File: src/rtl/sm83_pkg.sv
// rtl/sm83_pkg.sv - shared SM83 core types and constants
package sm83_pkg;

    typedef logic [7:0] instr_t;

    localparam instr_t OP_INSTR_16 = 8'hCB;

    localparam logic [15:0] DEFAULT_RESET_PC = 16'h0000;

    typedef enum logic [1:0] {
        S_OP   = 2'd0,
        S_HOLD = 2'd1,
        S_IMM  = 2'd2,
        S_HALT = 2'd3
    } fetch_state_t;

endpackage

File: src/rtl/fetch.sv
// rtl/fetch.sv - SM83 instruction fetch: PC, byte reads, CB-prefix absorption, immediates, halt
module fetch
    import sm83_pkg::*;
#(
    parameter logic [15:0] RESET_PC = DEFAULT_RESET_PC
) (
    input  logic        clk,
    input  logic        rst,
    output logic        o_mem_req,
    output logic [15:0] o_mem_addr,
    input  logic        i_mem_ack,
    input  logic [7:0]  i_mem_rdata,
    output instr_t      o_instr,
    output logic        o_is_instr16,
    output logic        o_instr_valid,
    input  logic        i_next,
    input  logic        i_imm_req,
    output logic [7:0]  o_imm,
    output logic        o_imm_valid,
    input  logic        i_pc_load,
    input  logic [15:0] i_pc_value,
    input  logic        i_halt,
    input  logic        i_wake,
    output logic [15:0] o_pc
);

    fetch_state_t state_q, state_d;
    logic [15:0]  pc_q, pc_d;
    logic         prefix_q, prefix_d;
    instr_t       instr_q, instr_d;
    logic         is16_q, is16_d;
    logic         valid_q, valid_d;
    logic [7:0]   imm_q, imm_d;
    logic         imm_valid_q, imm_valid_d;

    assign o_mem_req     = (state_q == S_OP) || (state_q == S_IMM);
    assign o_mem_addr    = pc_q;
    assign o_pc          = pc_q;
    assign o_instr       = instr_q;
    assign o_is_instr16  = is16_q;
    assign o_instr_valid = valid_q;
    assign o_imm         = imm_q;
    assign o_imm_valid   = imm_valid_q;

    always_comb begin
        state_d     = state_q;
        pc_d        = pc_q;
        prefix_d    = prefix_q;
        instr_d     = instr_q;
        is16_d      = is16_q;
        valid_d     = valid_q;
        imm_d       = imm_q;
        imm_valid_d = 1'b0;

        if (i_pc_load) begin
            // A load overrides everything, including an ack arriving this cycle
            pc_d     = i_pc_value;
            prefix_d = 1'b0;
            valid_d  = 1'b0;
            state_d  = S_OP;
        end else begin
            unique case (state_q)
                S_OP: begin
                    if (i_mem_ack) begin
                        pc_d = pc_q + 16'd1;
                        if (i_mem_rdata == OP_INSTR_16 && !prefix_q) begin
                            prefix_d = 1'b1;
                        end else begin
                            instr_d  = i_mem_rdata;
                            is16_d   = prefix_q;
                            prefix_d = 1'b0;
                            valid_d  = 1'b1;
                            state_d  = S_HOLD;
                        end
                    end
                end
                S_HOLD: begin
                    if (i_next) begin
                        valid_d = 1'b0;
                        state_d = S_OP;
                    end else if (i_halt) begin
                        valid_d = 1'b0;
                        state_d = S_HALT;
                    end else if (i_imm_req) begin
                        state_d = S_IMM;
                    end
                end
                S_IMM: begin
                    if (i_mem_ack) begin
                        pc_d        = pc_q + 16'd1;
                        imm_d       = i_mem_rdata;
                        imm_valid_d = 1'b1;
                        state_d     = S_HOLD;
                    end
                end
                S_HALT: begin
                    if (i_wake) state_d = S_OP;
                end
                default: state_d = S_OP;
            endcase
        end
    end

    always_ff @(posedge clk or posedge rst) begin
        if (rst) begin
            state_q     <= S_OP;
            pc_q        <= RESET_PC;
            prefix_q    <= 1'b0;
            instr_q     <= 8'h00;
            is16_q      <= 1'b0;
            valid_q     <= 1'b0;
            imm_q       <= 8'h00;
            imm_valid_q <= 1'b0;
        end else begin
            state_q     <= state_d;
            pc_q        <= pc_d;
            prefix_q    <= prefix_d;
            instr_q     <= instr_d;
            is16_q      <= is16_d;
            valid_q     <= valid_d;
            imm_q       <= imm_d;
            imm_valid_q <= imm_valid_d;
        end
    end

endmodule

File: config.mk
export PLATFORM = sky130hd
export DESIGN_NAME = fetch
export DESIGN_NICKNAME = d
export VERILOG_FILES = /design/src/rtl/sm83_pkg.sv /design/src/rtl/fetch.sv
export SDC_FILE = /design/constraint.sdc
export NUM_CORES = 1
export LEC_CHECK = 0
export CAP_MARGIN = 0
export CORE_MARGIN = 2
export CORE_UTILIZATION = 42
export DETAILED_ROUTE_END_ITERATION = 8
export PLACE_DENSITY = 0.8
export SKIP_LAST_GASP = 1
export SLEW_MARGIN = 20
export SYNTH_ARGS = -nofsm -noshare
export SYNTH_HDL_FRONTEND = slang
export SYNTH_SLANG_ARGS = --single-unit
File: constraint.sdc
create_clock -name clk -period 2.4 [get_ports clk]
set_clock_uncertainty 0.05 [all_clocks]
set_input_delay 0.72 -clock clk [delete_from_list [all_inputs] [get_ports clk]]
set_output_delay 0.72 -clock clk [all_outputs]
set_load 0.01 [all_outputs]
==> results.md <==
- Slew Limit Fails: 0
- Mapped Area: 1970 µm²
- Die X-Extent: 72.5 µm
- Final Critical Period: 2270 ps
- Share of the synthesized area in the top cell type: 48.2%
- Worst-margin pin slew: 574 ps
- Worst-Skew Late Latency: 290 ps
- Layout cells sized above 1: 15.3%
- Pre-CTS setup slack: -359 ps
- # setup viols final: 0
- DRC violations left: 0
- Final Cycle Share: 94.7%
- Top_reg_cell synth: dfrtp_1
- Peak Freq: 440 MHz
- Leak Pwr: 0.00121 µW
- Sequential share of the synthesized area: 48.2%
- Fin nets: 306
- Worst reg2reg endpoint: o_mem_addr[13]
- First-pass GRT wire length: 7690 µm
- Setup slack, reg-to-reg: 530 ps
- Vias in the first global route: 1,652
- GRT overflow: 0
- Syn nets: 224
- Placed Area: 2830 µm²
- Worst EP arrival: 2390 ps
- Core Region: 4440 µm²
- WL per Instance: 14.0 µm
- Die ar.: 5260 µm²
- Antenna Nets Post-Route: 0
- Iter 0 DRT Violations: 92
- Fin worst setup slack: 126 ps
- Count of cell types in the netlist: 38
- Hold Path Sink: o_imm[1]
- Syn_area_per_cell: 10.3 µm²
- Largest net degree at the start of global routing: 39
- Slew headroom: 61.4%
- Worst vdd ir: 284 µV
- Setup crit end kind: register
- Setup repair bufs after CTS: 0
- Post-CTS Resized: 1
- Placer congestion estimate: 0.815
- H-tree Lvls: 2
- TritonRoute pass-1 iters: 4
- Hold Vio Cnt, Final: 0
- Ys Warns: 0
- Drt via density: 5.10
- Hold WC Path Type: reg2reg
- Cells after Synth: 191
- Design Power: 1810 µW
- Asr flop ratio synth: 100%
- Antenna Cells: 0
- CTS max path bufs: 2
- Worst-path clk slew: 80 ps
- Status: complete, no violations
- Area growth syn-to-layout: 48.4%
- Port Buffers: 83
- Fin area: 2930 µm²
- Hold depth: 1
- HPWL Detailed: 3440 µm
- Die height: 72.5 µm
- Synth area leader: dfrtp_1
- Power per cell area: 619 nW/µm²
- Post-Layout Cell Count: 326
- Hold path start: o_imm[1]
- Synth top area cells: dfrtp_1 (48%), mux2_2 (9.1%), buf_4 (6.1%)
- # rows: 24
- Initial Util: 44.4%
- Top Ports: 84
- Clk root buf: clkbuf_8
- RSZ-0062 raised after global routing: no
- WS Path Type: in2reg
- Num CTS Buffers: 5
- CTS tree: built
- Initial antenna violation count: 0
- Drt total wl: 4580 µm
- Max_cap viols: 0
- Number of synthesized register bits: 38
- Critical Path Fanout Max: 10
- Reg2Reg Launch Point: o_mem_addr[7]
- Post-synth EDFFs: 0
- Total track usage: 18.6%
- Reg2Reg Depth: 4
- CP required: 2520 ps
- Total vias in the final route: 1,662
- Total clock sinks: 38
- Placed cells: 318
- Startpoint types: input port
- Hold-fix buffers, CTS: 0
==> through the flow <==
stage                     TNS (ps)  hold WS, ps  util, %
after floorplan                  0          447        -
after global placement       -3030          439     63.7
after detailed placement     -3380          451     63.7
after CTS                        0          468     65.9
after global routing             0          478     65.9
final                            0          461     65.9
==> worst max-delay path by stage <==
stage,startpoint,endpoint,slack [ps]
finish,i_mem_rdata[5],o_instr[6],130
CTS,i_mem_rdata[5],o_instr[4],120
floorplan,i_mem_rdata[5],o_instr[0],360
global route,i_mem_rdata[5],o_instr[1],0.7
global placement,i_mem_ack,o_instr[6],-330
detailed placement,i_mem_ack,o_instr[3],-360
==> kinds of logic (layout without fill, tap and decap cells) <==
| family | count (synthesis) | count (layout) | share of synthesized area, % |
|---|---|---|---|
| xor gates and xnor gates | 11 | 11 | 4.88 |
| DFF | 38 | 38 | 48.2 |
| muxes | 18 | 18 | 10.1 |
| adders and majority gates | 1 | 1 | 0.634 |
| AOI/OAI and AO/OA | 29 | 29 | 8.56 |
| buffers and inverters | 32 | 115 | 9.19 |
| and+or+nand+nor | 62 | 62 | 18.4 |
==> state kept, by name, summed over array words and instances (netlist names) <==
| register | flops |
|---|---|
| prefix_q | 1 |
| o_instr_valid | 1 |
| o_is_instr16 | 1 |
| o_instr | 8 |
| state_q | 2 |
| o_mem_addr | 16 |
| o_imm | 8 |
| o_imm_valid | 1 |
==> metal layers <==
metal / share of wire (%) / GRT usage [%] / routed length [µm]
met3: 4.4 / 3.89 / 203
met4: 2.0 / 6.38 / 91
met1: 44 / 24.0 / 2010
met5: 0 / 0 / 0
met2: 50 / 30.8 / 2270
==> synthesized netlist by cell type (3+ instances only) <==
library cell  instances
clkbuf_1              5
inv_1                10
o21ai_0              17
nor4_1                5
nor2b_1               3
xor2_1                3
nor2_1                7
nor3_1                5
buf_4                16
mux2_2               16
nand2_1              20
dfrtp_1              38
xnor2_1               8
a31oi_1               4
nand2b_1              4
==> critical path, stage by stage <==
cell             delay [ps]
clkdlybuf4s50_1         440
nand4bb_1               230
nor4b_1                 480
nor2b_2                 210
mux2_2                  310
==> cells in the final DEF, fill, tap and decap left out, types with 3 or more instances in the layout <==
cell             Yosys  layout
nor3_1               5       5
nor2_1               7       7
clkbuf_8             0       6
dfrtp_1             38      38
xor2_1               3       3
xnor2_1              8       8
mux2_2              16      16
o21ai_0             17      17
nand2_1             20      20
inv_1               10      10
buf_4               16      14
nand2b_1             4       4
a31oi_1              4       4
clkdlybuf4s50_1      0      83
nor4_1               5       5
==> layout make-up <==
class	instances	area [µm²]
inverters	10	37.5
multi-input cells	121	843
repair buffers	97	936
well taps	52	65.1
clock buffers	6	82.6
fillers	380	1520
clock inverters	2	12.5
flip-flops and latches	38	951
==> report_power, final <==
group          total [µW]  internal [µW]  switching, µW
Sequential            810            730           80.1
Clock                 456            231            225
Combinational         546            340            206
Total                1810           1300            511
No activity file was read; power rests on OpenSTA's default activity.
